<file path="src/rtl/control_unit_if.sv">
// Datapath <-> control unit bundle: IR to the sequencer, one-bit strobes back.
// No latency or backpressure of its own; the control unit sets the cadence.
interface control_unit_if;
    logic [31:0] IR;

    logic PCout;
    logic PCin;
    logic IncPC;
    logic MARin;
    logic MDRin;
    logic MDRout;
    logic MDMuxread;
    logic RAMread;
    logic RAMwrite;
    logic IRin;
    logic Yin;
    logic Zlowin;
    logic Zlowout;
    logic CSEout;
    logic Gra;
    logic Grb;
    logic Grc;
    logic Rin;
    logic Rout;
    logic BAout;
    logic ADD;
    logic SUB;
    logic AND;
    logic OR;
    logic Run;

    modport master (
        input  IR,
        output PCout, PCin, IncPC, MARin, MDRin, MDRout, MDMuxread,
        output RAMread, RAMwrite, IRin, Yin, Zlowin, Zlowout, CSEout,
        output Gra, Grb, Grc, Rin, Rout, BAout, ADD, SUB, AND, OR, Run
    );

    modport slave (
        output IR,
        input  PCout, PCin, IncPC, MARin, MDRin, MDRout, MDMuxread,
        input  RAMread, RAMwrite, IRin, Yin, Zlowin, Zlowout, CSEout,
        input  Gra, Grb, Grc, Rin, Rout, BAout, ADD, SUB, AND, OR, Run
    );
endinterface

</file>
<file path="src/rtl/control_unit.sv">
// Hardwired RST/T0..T7/HALT sequencer; one step per clock, controls are Moore-style from state + opcode.
// No backpressure: fetch is 3 steps, instructions take 4/6/8 cycles, HALT holds until clear is pulled low.
module control_unit (
    input  logic           clock,
    input  logic           clear,
    control_unit_if.master cu
);

    localparam logic [4:0] OP_LD   = 5'b00000;
    localparam logic [4:0] OP_LDI  = 5'b00001;
    localparam logic [4:0] OP_ST   = 5'b00010;
    localparam logic [4:0] OP_ADD  = 5'b00011;
    localparam logic [4:0] OP_SUB  = 5'b00100;
    localparam logic [4:0] OP_AND  = 5'b00101;
    localparam logic [4:0] OP_OR   = 5'b00110;
    localparam logic [4:0] OP_ADDI = 5'b01100;
    localparam logic [4:0] OP_HALT = 5'b11011;

    typedef enum logic [3:0] {
        S_RST, S_T0, S_T1, S_T2, S_T3, S_T4, S_T5, S_T6, S_T7, S_HALT
    } state_t;

    typedef enum logic [2:0] {
        C_LD, C_LDI, C_ST, C_ALU, C_ADDI, C_HALT, C_NOP
    } iclass_t;

    typedef struct packed {
        logic pc_out;
        logic pc_in;
        logic inc_pc;
        logic mar_in;
        logic mdr_in;
        logic mdr_out;
        logic md_mux_read;
        logic ram_read;
        logic ram_write;
        logic ir_in;
        logic y_in;
        logic zlow_in;
        logic zlow_out;
        logic cse_out;
        logic gra;
        logic grb;
        logic grc;
        logic r_in;
        logic r_out;
        logic ba_out;
        logic add_sel;
        logic sub_sel;
        logic and_sel;
        logic or_sel;
    } ctrl_t;

    state_t  state;
    state_t  state_nxt;
    iclass_t iclass;
    ctrl_t   ctrl;
    logic    run;
    logic [4:0] opcode;

    assign opcode = cu.IR[31:27];

    // nop shares the "fall back to fetch" class with every undefined opcode
    always_comb begin
        iclass = C_NOP;
        unique case (opcode)
            OP_LD:                          iclass = C_LD;
            OP_LDI:                         iclass = C_LDI;
            OP_ST:                          iclass = C_ST;
            OP_ADD, OP_SUB, OP_AND, OP_OR:  iclass = C_ALU;
            OP_ADDI:                        iclass = C_ADDI;
            OP_HALT:                        iclass = C_HALT;
            default:                        iclass = C_NOP;
        endcase
    end

    always_ff @(posedge clock) begin
        if (!clear) begin
            state <= S_RST;
        end else begin
            state <= state_nxt;
        end
    end

    always_comb begin
        state_nxt = state;
        ctrl      = '0;
        run       = 1'b1;

        unique case (state)
            S_RST: begin
                state_nxt = S_T0;
            end

            S_T0: begin
                ctrl.pc_out  = 1'b1;
                ctrl.mar_in  = 1'b1;
                ctrl.inc_pc  = 1'b1;
                ctrl.zlow_in = 1'b1;
                state_nxt    = S_T1;
            end

            S_T1: begin
                ctrl.zlow_out    = 1'b1;
                ctrl.pc_in       = 1'b1;
                ctrl.md_mux_read = 1'b1;
                ctrl.ram_read    = 1'b1;
                ctrl.mdr_in      = 1'b1;
                state_nxt        = S_T2;
            end

            S_T2: begin
                ctrl.mdr_out = 1'b1;
                ctrl.ir_in   = 1'b1;
                state_nxt    = S_T3;
            end

            // memory ops take the base from BA so R0 reads as zero; ALU ops read Rb directly
            S_T3: begin
                unique case (iclass)
                    C_LD, C_LDI, C_ST: begin
                        ctrl.grb    = 1'b1;
                        ctrl.ba_out = 1'b1;
                        ctrl.y_in   = 1'b1;
                        state_nxt   = S_T4;
                    end
                    C_ALU, C_ADDI: begin
                        ctrl.grb   = 1'b1;
                        ctrl.r_out = 1'b1;
                        ctrl.y_in  = 1'b1;
                        state_nxt  = S_T4;
                    end
                    C_HALT:  state_nxt = S_HALT;
                    default: state_nxt = S_T0;
                endcase
            end

            S_T4: begin
                state_nxt = S_T5;
                unique case (iclass)
                    C_LD, C_LDI, C_ST, C_ADDI: begin
                        ctrl.cse_out = 1'b1;
                        ctrl.add_sel = 1'b1;
                        ctrl.zlow_in = 1'b1;
                    end
                    C_ALU: begin
                        ctrl.grc     = 1'b1;
                        ctrl.r_out   = 1'b1;
                        ctrl.zlow_in = 1'b1;
                        unique case (opcode)
                            OP_ADD:  ctrl.add_sel = 1'b1;
                            OP_SUB:  ctrl.sub_sel = 1'b1;
                            OP_AND:  ctrl.and_sel = 1'b1;
                            default: ctrl.or_sel  = 1'b1;
                        endcase
                    end
                    default: state_nxt = S_T0;
                endcase
            end

            S_T5: begin
                state_nxt = S_T0;
                unique case (iclass)
                    C_LD, C_ST: begin
                        ctrl.zlow_out = 1'b1;
                        ctrl.mar_in   = 1'b1;
                        state_nxt     = S_T6;
                    end
                    C_LDI, C_ALU, C_ADDI: begin
                        ctrl.zlow_out = 1'b1;
                        ctrl.gra      = 1'b1;
                        ctrl.r_in     = 1'b1;
                    end
                    default: state_nxt = S_T0;
                endcase
            end

            // st loads MDR from Ra, so the MDR mux stays on the bus side
            S_T6: begin
                state_nxt = S_T0;
                unique case (iclass)
                    C_LD: begin
                        ctrl.md_mux_read = 1'b1;
                        ctrl.ram_read    = 1'b1;
                        ctrl.mdr_in      = 1'b1;
                        state_nxt        = S_T7;
                    end
                    C_ST: begin
                        ctrl.gra    = 1'b1;
                        ctrl.r_out  = 1'b1;
                        ctrl.mdr_in = 1'b1;
                        state_nxt   = S_T7;
                    end
                    default: state_nxt = S_T0;
                endcase
            end

            S_T7: begin
                state_nxt = S_T0;
                unique case (iclass)
                    C_LD: begin
                        ctrl.mdr_out = 1'b1;
                        ctrl.gra     = 1'b1;
                        ctrl.r_in    = 1'b1;
                    end
                    C_ST:    ctrl.ram_write = 1'b1;
                    default: ctrl.ram_write = 1'b0;
                endcase
            end

            S_HALT: begin
                run       = 1'b0;
                state_nxt = S_HALT;
            end

            default: begin
                state_nxt = S_RST;
            end
        endcase
    end

    assign cu.PCout     = ctrl.pc_out;
    assign cu.PCin      = ctrl.pc_in;
    assign cu.IncPC     = ctrl.inc_pc;
    assign cu.MARin     = ctrl.mar_in;
    assign cu.MDRin     = ctrl.mdr_in;
    assign cu.MDRout    = ctrl.mdr_out;
    assign cu.MDMuxread = ctrl.md_mux_read;
    assign cu.RAMread   = ctrl.ram_read;
    assign cu.RAMwrite  = ctrl.ram_write;
    assign cu.IRin      = ctrl.ir_in;
    assign cu.Yin       = ctrl.y_in;
    assign cu.Zlowin    = ctrl.zlow_in;
    assign cu.Zlowout   = ctrl.zlow_out;
    assign cu.CSEout    = ctrl.cse_out;
    assign cu.Gra       = ctrl.gra;
    assign cu.Grb       = ctrl.grb;
    assign cu.Grc       = ctrl.grc;
    assign cu.Rin       = ctrl.r_in;
    assign cu.Rout      = ctrl.r_out;
    assign cu.BAout     = ctrl.ba_out;
    assign cu.ADD       = ctrl.add_sel;
    assign cu.SUB       = ctrl.sub_sel;
    assign cu.AND       = ctrl.and_sel;
    assign cu.OR        = ctrl.or_sel;
    assign cu.Run       = run;

endmodule

</file>
<file path="src/flat_wrapper.sv">
// flat-port wrapper written by rule: the top's interface ports become plain ports
module control_unit_flat 
  (clock, clear, cu_IR, cu_PCout, cu_PCin, cu_IncPC, cu_MARin, cu_MDRin, cu_MDRout, cu_MDMuxread, cu_RAMread, cu_RAMwrite, cu_IRin, cu_Yin, cu_Zlowin, cu_Zlowout, cu_CSEout, cu_Gra, cu_Grb, cu_Grc, cu_Rin, cu_Rout, cu_BAout, cu_ADD, cu_SUB, cu_AND, cu_OR, cu_Run);
  control_unit_if cu_i ();
  input  logic clock;
  input  logic clear;
  input wire logic [$bits(cu_i.IR)-1:0] cu_IR;
  output wire logic [$bits(cu_i.PCout)-1:0] cu_PCout;
  output wire logic [$bits(cu_i.PCin)-1:0] cu_PCin;
  output wire logic [$bits(cu_i.IncPC)-1:0] cu_IncPC;
  output wire logic [$bits(cu_i.MARin)-1:0] cu_MARin;
  output wire logic [$bits(cu_i.MDRin)-1:0] cu_MDRin;
  output wire logic [$bits(cu_i.MDRout)-1:0] cu_MDRout;
  output wire logic [$bits(cu_i.MDMuxread)-1:0] cu_MDMuxread;
  output wire logic [$bits(cu_i.RAMread)-1:0] cu_RAMread;
  output wire logic [$bits(cu_i.RAMwrite)-1:0] cu_RAMwrite;
  output wire logic [$bits(cu_i.IRin)-1:0] cu_IRin;
  output wire logic [$bits(cu_i.Yin)-1:0] cu_Yin;
  output wire logic [$bits(cu_i.Zlowin)-1:0] cu_Zlowin;
  output wire logic [$bits(cu_i.Zlowout)-1:0] cu_Zlowout;
  output wire logic [$bits(cu_i.CSEout)-1:0] cu_CSEout;
  output wire logic [$bits(cu_i.Gra)-1:0] cu_Gra;
  output wire logic [$bits(cu_i.Grb)-1:0] cu_Grb;
  output wire logic [$bits(cu_i.Grc)-1:0] cu_Grc;
  output wire logic [$bits(cu_i.Rin)-1:0] cu_Rin;
  output wire logic [$bits(cu_i.Rout)-1:0] cu_Rout;
  output wire logic [$bits(cu_i.BAout)-1:0] cu_BAout;
  output wire logic [$bits(cu_i.ADD)-1:0] cu_ADD;
  output wire logic [$bits(cu_i.SUB)-1:0] cu_SUB;
  output wire logic [$bits(cu_i.AND)-1:0] cu_AND;
  output wire logic [$bits(cu_i.OR)-1:0] cu_OR;
  output wire logic [$bits(cu_i.Run)-1:0] cu_Run;
  assign cu_i.IR = cu_IR;
  assign cu_PCout = cu_i.PCout;
  assign cu_PCin = cu_i.PCin;
  assign cu_IncPC = cu_i.IncPC;
  assign cu_MARin = cu_i.MARin;
  assign cu_MDRin = cu_i.MDRin;
  assign cu_MDRout = cu_i.MDRout;
  assign cu_MDMuxread = cu_i.MDMuxread;
  assign cu_RAMread = cu_i.RAMread;
  assign cu_RAMwrite = cu_i.RAMwrite;
  assign cu_IRin = cu_i.IRin;
  assign cu_Yin = cu_i.Yin;
  assign cu_Zlowin = cu_i.Zlowin;
  assign cu_Zlowout = cu_i.Zlowout;
  assign cu_CSEout = cu_i.CSEout;
  assign cu_Gra = cu_i.Gra;
  assign cu_Grb = cu_i.Grb;
  assign cu_Grc = cu_i.Grc;
  assign cu_Rin = cu_i.Rin;
  assign cu_Rout = cu_i.Rout;
  assign cu_BAout = cu_i.BAout;
  assign cu_ADD = cu_i.ADD;
  assign cu_SUB = cu_i.SUB;
  assign cu_AND = cu_i.AND;
  assign cu_OR = cu_i.OR;
  assign cu_Run = cu_i.Run;
  control_unit u_core (.clock(clock), .clear(clear), .cu(cu_i));
endmodule
</file>
<file path="config.mk">
export PLATFORM = sky130hd
export DESIGN_NAME = control_unit_flat
export DESIGN_NICKNAME = d
export VERILOG_FILES = /design/src/rtl/control_unit_if.sv /design/src/rtl/control_unit.sv /design/src/flat_wrapper.sv
export SDC_FILE = /design/constraint.sdc
export NUM_CORES = 1
export LEC_CHECK = 0
export ABC_AREA = 1
export CAP_MARGIN = 20
export CORE_MARGIN = 2
export CORE_UTILIZATION = 34
export CTS_CLUSTER_SIZE = 8
export DETAILED_ROUTE_END_ITERATION = 7
export MAX_ROUTING_LAYER = met4
export PLACE_DENSITY = 0.86
export SLEW_MARGIN = 20
export SYNTH_ARGS = -nofsm -noshare
export SYNTH_HDL_FRONTEND = slang
export SYNTH_SLANG_ARGS = --single-unit
</file>
<file path="constraint.sdc">
create_clock -name clock -period 3.2 [get_ports clock]
set_clock_uncertainty 0.1 [all_clocks]
set_input_delay 0.64 -clock clock [delete_from_list [all_inputs] [get_ports clock]]
set_output_delay 0.64 -clock clock [all_outputs]
set_load 0.005 [all_outputs]
</file>
### Yosys cells after proc, flatten, opt, wreduce, memory -nomap -nowiden

Memories as Yosys holds them, arrays and structs flattened.
Index checks and enable logic that the tools add are counted.

* flip-flop bits (word level): 4
* bits in read-only memories: 96
* bits of input ports: 34
* output and inout bits: 25
* word-level logic and storage cells: 69
* memories: 1

Memory list
* (name not given): depth 32, bits a word 3, read ports 1, clocked after memory_dff 0, wr ports 0, RTL line control_unit.sv:66 `unique case (opcode)`

* eq/ne operators: 17
* muxes and demuxes: 40
* reduce and logical (&&, ||, !) cells: 10

Operators by type and width (count)
* case mux 4 bit (9 select lines): 1
* 2-to-1 mux 1 bit: 22
* equality test 4 x 3 -> 1 bit, second input constant: 4
* case mux 1 bit (2 select lines): 7
* equality test 5 x 3 -> 1 bit, second input constant: 2
* 2-to-1 mux 3 bit: 3
* OR reduction 3 bit: 3
* equality test 4 x 2 -> 1 bit, second input constant: 2
* equality test 4 bit, second input constant: 2
* 2-to-1 mux 4 bit: 2
* case mux 4 bit (2 select lines): 1
* equality test 3 x 2 -> 1 bit, second input constant: 2
* equality test 3 bit, second input constant: 2
* case mux 1 bit (3 select lines): 2
* OR reduction 2 bit: 3
* equality test 5 x 2 -> 1 bit, second input constant: 1
* OR reduction 5 bit: 1
* equality test 4 x 1 -> 1 bit, second input constant: 1
* logical NOT 4 bit: 1
* case mux 2 bit (2 select lines): 1
* OR reduction 4 bit: 1
* equality test 3 x 1 -> 1 bit, second input constant: 1
* logical NOT 3 bit: 1
* 2-to-1 mux 2 bit: 1

### Logic depth before layout (Yosys ltp)

Gate-level depths: netlist of the first run.

* word-level depth: 5
* mapped depth: 11
* gate-level depth less buffers: 11

### Worst setup path before layout of the first run

OpenSTA, ideal clock, no wires.

* path kind: in2out
* start point: input port cu_IR[31]
* end point: output port cu_Yin
* arrival: 1.512 ns
* slack: 0.948 ns
* stages on the path: 8
* path buffers: 1
* path through: nor2_2 nand3_4 inv_2 nand3_4 nand3_2 nand2_1 inv_1 buf_4

* longest elaborated chain between the ends: 5
* elaborated cells on any way between the ends: 9
* those cells by class: eq/ne: 4; mux: 2; reduce/logical: 2; memory: 1

Ends and longest elaborated chain
* start: declaration: RTL line flat_wrapper.sv:7 `input wire logic [$bits(cu_i.IR)-1:0] cu_IR;`
* memory read (32 x 3 bit) (*)
* equality test 3 x 1 -> 1 bit, or another cell as far along
* OR reduction 5 bit (no line) (*)
* 2-to-1 mux 1 bit (*) (2 in a row)
* end: declaration: RTL line flat_wrapper.sv:18 `output wire logic [$bits(cu_i.Yin)-1:0] cu_Yin;`

Mark *: on every way between the ends. The rest lies on a longest branch, timed or not.

### Worst setup path in the final report of the first run

* start point: input port cu_IR[29]
* end point: output port cu_SUB

* longest elaborated chain between the ends: 4
* elaborated cells on any way between the ends: 6
* those cells by class: eq/ne: 2; mux: 3; memory: 1

Ends and longest elaborated chain
* memory read (32 x 3 bit) / equality test 5 x 3 -> 1 bit (equally long branches)
* equality test 3 x 2 -> 1 bit / 2-to-1 mux 1 bit (equally long branches): RTL line control_unit.sv:140, control_unit.sv:150
* 2-to-1 mux 3 bit (*): RTL line control_unit.sv:140 `unique case (iclass)`
* 2-to-1 mux 4 bit (*): RTL line control_unit.sv:90 `unique case (state)`
* end: declaration: RTL line flat_wrapper.sv:29 `output wire logic [$bits(cu_i.SUB)-1:0] cu_SUB;`

Marked as above.

==> results.json, run 1 <==
{
  "outcome": "finished, final reports clean",
  "ctsRootBufferMaster": "clkbuf_4",
  "rrSetupSlack_ns": 1.75,
  "seqPwrFrac_pct": 26.3,
  "die_area_um2": 2360,
  "yosysMostFrequentCell": "nand2_1",
  "tns_ns": 0,
  "timing.rr.start": "u_core.state[0]",
  "setup_viol": 0,
  "finalPower_uw": 211,
  "grt_overflow": 0,
  "async_flop_share_pct": 0,
  "htree_num_levels": 1,
  "wl_mm": 2.04,
  "yosys.area.top_type": "nand2_1",
  "r2r_cells": 9,
  "worst_pin_slew_ns": 0.397,
  "critPathRequiredTime_ns": 2.46,
  "vias_per_cell": 4.83,
  "ys_seq_area_share_pct": 11.8,
  "cp_slowest_stage_delay_ns": 0.52,
  "syn-instance-count": 119,
  "met1_usage_pct": 23.2,
  "hold_path_class": "reg -> reg",
  "drive_above_1_share_pct": 23.6,
  "synth_flop_cell": "dfxtp_1",
  "synth_fp_nets": 153,
  "synth-edff-count": 0,
  "internal_power_uw": 140,
  "cp_cell_sequence": "clkdlybuf4s15_1 > inv_2 > nand2_4 > nand3_4 > inv_2 > nand3_4 > nor2_4 > inv_1 > nor3_2 > clkdlybuf4s50_1",
  "gp_congestion": 0.932,
  "max-clock-path-buffers": 2,
  "pwr-share-clk_pct": 28.0,
  "cts.sinks": 4,
  "regToRegEndpoint": "u_core.state[2]",
  "netlist.area_leader.share_pct": 16.1,
  "grt_usage_pct": 18.0,
  "netlist_area_um2": 677,
  "power_frac_comb_pct": 45.7,
  "grt.busiest_layer": "met2",
  "use_met3_pct": 2.78,
  "clock_latency_ns": 0.23,
  "crit_start": "cu_IR[29]",
  "yosys_register_bits": 4,
  "cp.arrival_ns": 2.29,
  "finalCritPeriodShare_pct": 94.7,
  "crit_path_start_kind": "input port",
  "path_clk_slew_ns": 0.04,
  "slew_violations": 0,
  "maxSlewHeadroom_pct": 73.4,
  "grt_max_degree": 7,
  "synthDistinctLibCells": 23,
  "core-area_um2": 1920,
  "grt_pass1_vias": 835,
  "row_count": 16,
  "peakVddDrop_mv": 0.220,
  "netSwitchingFraction_pct": 33.6,
  "endpoint": "cu_SUB",
  "crit_fanout": 6,
  "period_needed_ns": 3.03,
  "powerDensity_nw_per_um2": 183,
  "hold_depth": 3,
  "final_antenna_net_count": 0,
  "antenna_found_initial": 0,
  "power.leakage_uw": 0.000577,
  "met2_usage_pct": 29.5,
  "reg.largest.list": "u_core.state (4)",
  "port_buffers": 31,
  "syn_area_per_cell_um2": 5.69,
  "largest_register": "u_core.state",
  "die_h_um": 48.6,
  "hold_viol_final": 0,
  "cts_made_buffers": 3,
  "tritoncts": "done",
  "fin_cells": 192,
  "nets": 201,
  "fp.dieW_um": 48.6,
  "drtIter0Drc": 29,
  "hold_buffers": 0,
  "io_pins": 59,
  "wl_per_cell_um": 10.6,
  "rsz0062_at_grt": "false",
  "switchingPower_uw": 71.0,
  "grt_pass1_wl_mm": 3.39,
  "fillers": 170,
  "critPathSlowestCell": "clkdlybuf4s50_1",
  "area_growth_pct": 70.2,
  "dr.pass1.iters": 4,
  "synth.yosys.warnings": 0,
  "largest_register_ffs": 4,
  "ys_top_cells_by_area": "nand2_1 16%, inv_1 14%, dfxtp_1 12%, nand3_1 5.9%, nor2_1 5.5%",
  "drv_cap": 0,
  "dp_cells": 188,
  "start_util_pct": 35.2,
  "diodes": 0,
  "crit_type": "in -> out",
  "min_from": "u_core.state[3]",
  "fmax_mhz": 330,
  "drc": 0,
  "dpl.hpwl_mm": 1.70,
  "yosys-top-cells-count": "29 x nand2_1, 26 x inv_1, 10 x nor2_1, 8 x nand3_1",
  "vias": 928,
  "worst_setup_path_end_kind": "output pin"
}
-- through the flow --
step | instance area [µm²] | utilization (%) | worst slack, ns | hold WS (ns)
2_1_floorplan | 677 | - | 0.948 | 0.454
3_3_place_gp | 1100 | 57.4 | -0.0782 | 0.479
3_5_place_dp | 1100 | 57.4 | -0.120 | 0.490
4_1_cts | 1150 | 59.9 | 0.137 | 0.494
5_1_grt | 1150 | 60.0 | 0.0122 | 0.533
6_report | 1150 | 60.0 | 0.170 | 0.498
-- power by group through the flow --
stage / sequential (µW) / combinational [µW] / clock [µW]
after floorplan: 55.6 / 47.6 / 0
after global placement: 56.0 / 90.4 / 0
after detailed placement: 56.1 / 93.6 / 0
after CTS: 55.3 / 95.3 / 61.6
after global routing: 55.8 / 105 / 65.1
final: 55.6 / 96.5 / 59.1
-- metal layers --
metal	share of wire, %	up-vias
met5	0	-
met4	1.0	0
met3	5.7	6
met2	49	37
met1	45	418
li1	-	467
-- cell families (layout without fill, tap and decap cells) --
kind of cell	after synthesis	after routing	share of synthesized area [%]
and+or+nand+nor	71	71	59.0
buffers and inverters	32	78	19.4
AOI/OAI and AO/OA	12	12	9.80
DFF	4	4	11.8
-- placed cells by master, fill, tap and decap left out --
| master | count |
|---|---|
| a21oi_1 | 4 |
| a21oi_2 | 1 |
| a31oi_1 | 3 |
| buf_4 | 15 |
| clkbuf_4 | 3 |
| clkdlybuf4s15_1 | 1 |
| clkdlybuf4s50_1 | 26 |
| dfxtp_1 | 4 |
| dlygate4sd2_1 | 4 |
| inv_1 | 26 |
| inv_2 | 3 |
| nand2_1 | 28 |
| nand2_2 | 2 |
| nand2_4 | 2 |
| nand3_1 | 8 |
| nand3_2 | 3 |
| nand3_4 | 2 |
| nand4_1 | 3 |
| nand4_4 | 1 |
| nor2_1 | 9 |
| nor2_2 | 2 |
| nor2_4 | 4 |
| nor3_1 | 5 |
| nor3_2 | 1 |
| nor3b_1 | 1 |
| o21a_1 | 1 |
| o21ai_0 | 2 |
| o21ai_1 | 1 |
-- layout make-up --
cell class	instances	area (µm²)	share of cell area [%]
sequential	4	80.1	6.95
timing repair buffer	46	418	36.3
inverter	29	109	9.45
multi-input combinational	83	489	42.5
tap	27	33.8	2.93
clock buffer	3	22.5	1.95
-- what timing repair did --
action	CTS	global route
endpoints found under the setup margin	18	1
pin swaps	2	0
gates resized for setup	11	1
setup buffers	1	0
-- how the worst min path moves through the flow --
stage                       to  slack (ns)
6_report       u_core.state[0]        0.50
3_3_place_gp   u_core.state[0]        0.48
3_5_place_dp   u_core.state[0]        0.49
2_1_floorplan  u_core.state[0]        0.45
4_1_cts        u_core.state[0]        0.49
5_1_grt        u_core.state[0]        0.53
-- worst max-delay path, delay by kind of cell --
kind,cells,cell delay [ns]
buffers and inverters,5,1.11
AND/OR/NAND/NOR,5,0.53
No activity file was read; power rests on OpenSTA's default activity.
==> run 2, diff against run 1 <==
Settings changed: ABC_AREA 1 to 0, CORE_UTILIZATION 34 to 33, PLACE_DENSITY 0.86 to 0.85.
==> run 2 against run 1 <==
Compared with the run above: via count is 0.11% higher; die area is 0.72% lower; count of clock-buffer cells in the layout stayed put; sequential power is 27% higher; global-route usage is 2.2 points higher; hold slack better by 0.058 ns; synthesized cell count is 16% lower; total power is 27% higher; combinational power is 43% higher; sequential share of layout area is 0.32 points lower; final area is 4.9% higher; flip-flop and latch count stayed put; critical endpoint is now cu_Rout.
==> results.json, run 2 <==
{
  "wl_per_cell_um": 12.9,
  "yosys.area.top_type": "dfxtp_1",
  "antenna_found_initial": 0,
  "nets": 183,
  "multiInputGateArea_um2": 549,
  "powerDensity_nw_per_um2": 222,
  "final_cell_mix": "22 x buf_4, 18 x clkdlybuf4s50_1, 11 x nor2_1, 9 x nand2_1, 8 x dlygate4sd2_1",
  "seqCellArea_um2": 80.1,
  "ys_top_cells_by_area": "dfxtp_1 12%, nor2_1 6.3%, nor3_1 5.4%, nand2_1 5.2%, nand2b_1 4.8%",
  "synth_fp_nets": 134,
  "setup_viol": 0,
  "final_common_cell": "buf_4",
  "crit_family": "simple AND/OR/NAND/NOR gates",
  "path_clk_slew_ns": 0.04,
  "drv_cap": 0,
  "finalInstanceArea_um2": 1210,
  "row_count": 16,
  "largest_register_ffs": 4,
  "tritoncts": "done",
  "worst_setup_path_end_kind": "output pin",
  "critPathRequiredTime_ns": 2.46,
  "largest_register": "u_core.state",
  "critPathSlowestCell": "dfxtp_1",
  "synth-edff-count": 0,
  "netlist.area_leader.share_pct": 12.3,
  "vias": 929,
  "dr.pass1.iters": 5,
  "netlist_area_um2": 652,
  "slew_violations": 0,
  "die_area_um2": 2350,
  "fmax_mhz": 328,
  "fin_util_pct": 63.6,
  "start_util_pct": 34.3,
  "htree_num_levels": 1,
  "peakVddDrop_mv": 0.173,
  "worst_pin_slew_ns": 0.539,
  "synthDistinctLibCells": 40,
  "diodes": 0,
  "ctsRootBufferMaster": "clkbuf_4",
  "cts.sinks": 4,
  "yosys_register_bits": 4,
  "fp.dieW_um": 48.4,
  "yosysMostFrequentCell": "nor2_1",
  "post-place-ws_ns": -0.161,
  "cts_made_buffers": 3,
  "ys_seq_area_share_pct": 12.3,
  "dpl.hpwl_mm": 1.66,
  "cp_cell_sequence": "nand2b_1 > or3_4 > nor3_2 > nand3b_1 > clkdlybuf4s50_1",
  "synth.yosys.warnings": 0,
  "fin_ws_ns": 0.153,
  "wl_mm": 2.24,
  "reg.largest.list": "u_core.state (4)",
  "crit_type": "reg -> out",
  "die_h_um": 48.4,
  "cp_num_buf_inv": 1,
  "grt_overflow": 0,
  "outcome": "finished, final reports clean",
  "hold_viol_final": 0,
  "core-area_um2": 1900,
  "yosys-top-cells-count": "11 x nor2_1, 9 x nand2_1, 7 x nor3_1, 6 x a21oi_1, 6 x nand3_1",
  "clock_latency_ns": 0.23,
  "grt_usage_pct": 20.2,
  "finalPower_uw": 269,
  "max-clock-path-buffers": 2,
  "crit_path_start_kind": "register",
  "rsz0062_at_grt": "false",
  "io_pins": 59,
  "area_growth_pct": 85.4,
  "tns_ns": 0,
  "hold_path_class": "reg -> reg",
  "hold_buffers": 0,
  "gp_congestion": 0.872,
  "synth_flop_cell": "dfxtp_1",
  "crit_fanout": 14,
  "final_antenna_net_count": 0,
  "dpl_cell_area_um2": 1090,
  "vias_per_cell": 5.34,
  "maxSlewHeadroom_pct": 64.0,
  "grt_pass1_wl_mm": 3.75,
  "syn_area_per_cell_um2": 6.52,
  "drive_above_1_share_pct": 28.6,
  "finalCritPeriodShare_pct": 95.2,
  "drtIter0Drc": 38,
  "fillers": 154,
  "cp.arrival_ns": 2.31,
  "drc": 0,
  "grt_pass1_vias": 848,
  "grt_max_degree": 16,
  "cp_slowest_stage_delay_ns": 0.57,
  "period_needed_ns": 3.05,
  "async_flop_share_pct": 0,
  "power.leakage_uw": 0.000552,
  "port_buffers": 31,
  "syn-instance-count": 100
}
run 2: cell count changes after synthesis, sizes merged, moves of 3 or more:
cell	delta
a21o	+3
buf	+4
clkbuf	+5
inv	-26
nand2	-23
nand2b	+6
nand3	-7
nand4	-4
nor2	-3
nor4	+5
run 2: cell type report:
type                    count  share of cell area [%]
inverters                   3                   0.932
clock buffers               3                    1.86
multi-input cells          81                    45.4
flip-flops and latches      4                    6.63
repair buffers             56                    42.3
well taps                  27                    2.80
run 2: logic make-up (layout without fill, tap and decap cells):
| group | count (synthesis) | in the layout | synth area share [%] |
|---|---|---|---|
| compound gates | 23 | 23 | 24.6 |
| xor+xnor | 1 | 1 | 1.34 |
| buf+inv | 15 | 62 | 12.1 |
| flops | 4 | 4 | 12.3 |
| mux | 1 | 1 | 1.54 |
| simple gates | 56 | 56 | 48.2 |
run 2: through the flow:
step / hold WS, ns / cells
2_1_floorplan: 0.522 / 100
3_3_place_gp: 0.528 / 167
3_5_place_dp: 0.536 / 167
4_1_cts: 0.543 / 173
5_1_grt: 0.576 / 174
6_report: 0.556 / 174
run 2: routing by layer:
layer  part of all wire [%]  GRT usage (%)  up-vias
met5                      0              -        -
met4                    1.0           8.57        0
met3                    5.0           3.09        4
met2                     54           36.1       34
met1                     40           22.4      435
li1                       -              -      456
run 2: report_power, final:
part           total [µW]  switching [µW]  internal (µW)  leakage (µW)
clock network        60.3            18.5           41.8     0.0000138
registers            70.8            15.8           55.1     0.0000329
logic                 138            62.0           75.8      0.000505
run 2: final timing paths:
path / cells past startpoint / from / slack [ns] / end
worst min register to register: 2 / u_core.state[3] / 0.56 / u_core.state[0]
worst max register to register: 6 / u_core.state[2] / 1.56 / u_core.state[1]
worst min-delay path: 2 / u_core.state[3] / 0.56 / u_core.state[0]
worst max-delay path: 5 / u_core.state[2] / 0.15 / cu_Rout
run 2: what timing repair did:
action | CTS | global route
resized for setup | 17 | 11
endpoints found under the setup margin | 14 | 12
pin swaps | 4 | 5
gates cloned | 0 | 0
setup buffers | 3 | 1
run 2: worst reg2reg max path, stage by stage (launching register included):
cell and delay, ns:
dfxtp_1 0.57, nand2b_1 0.26, nor3_2 0.20, buf_4 0.14, a21oi_2 0.05, buf_4 0.14, a21oi_1 0.10
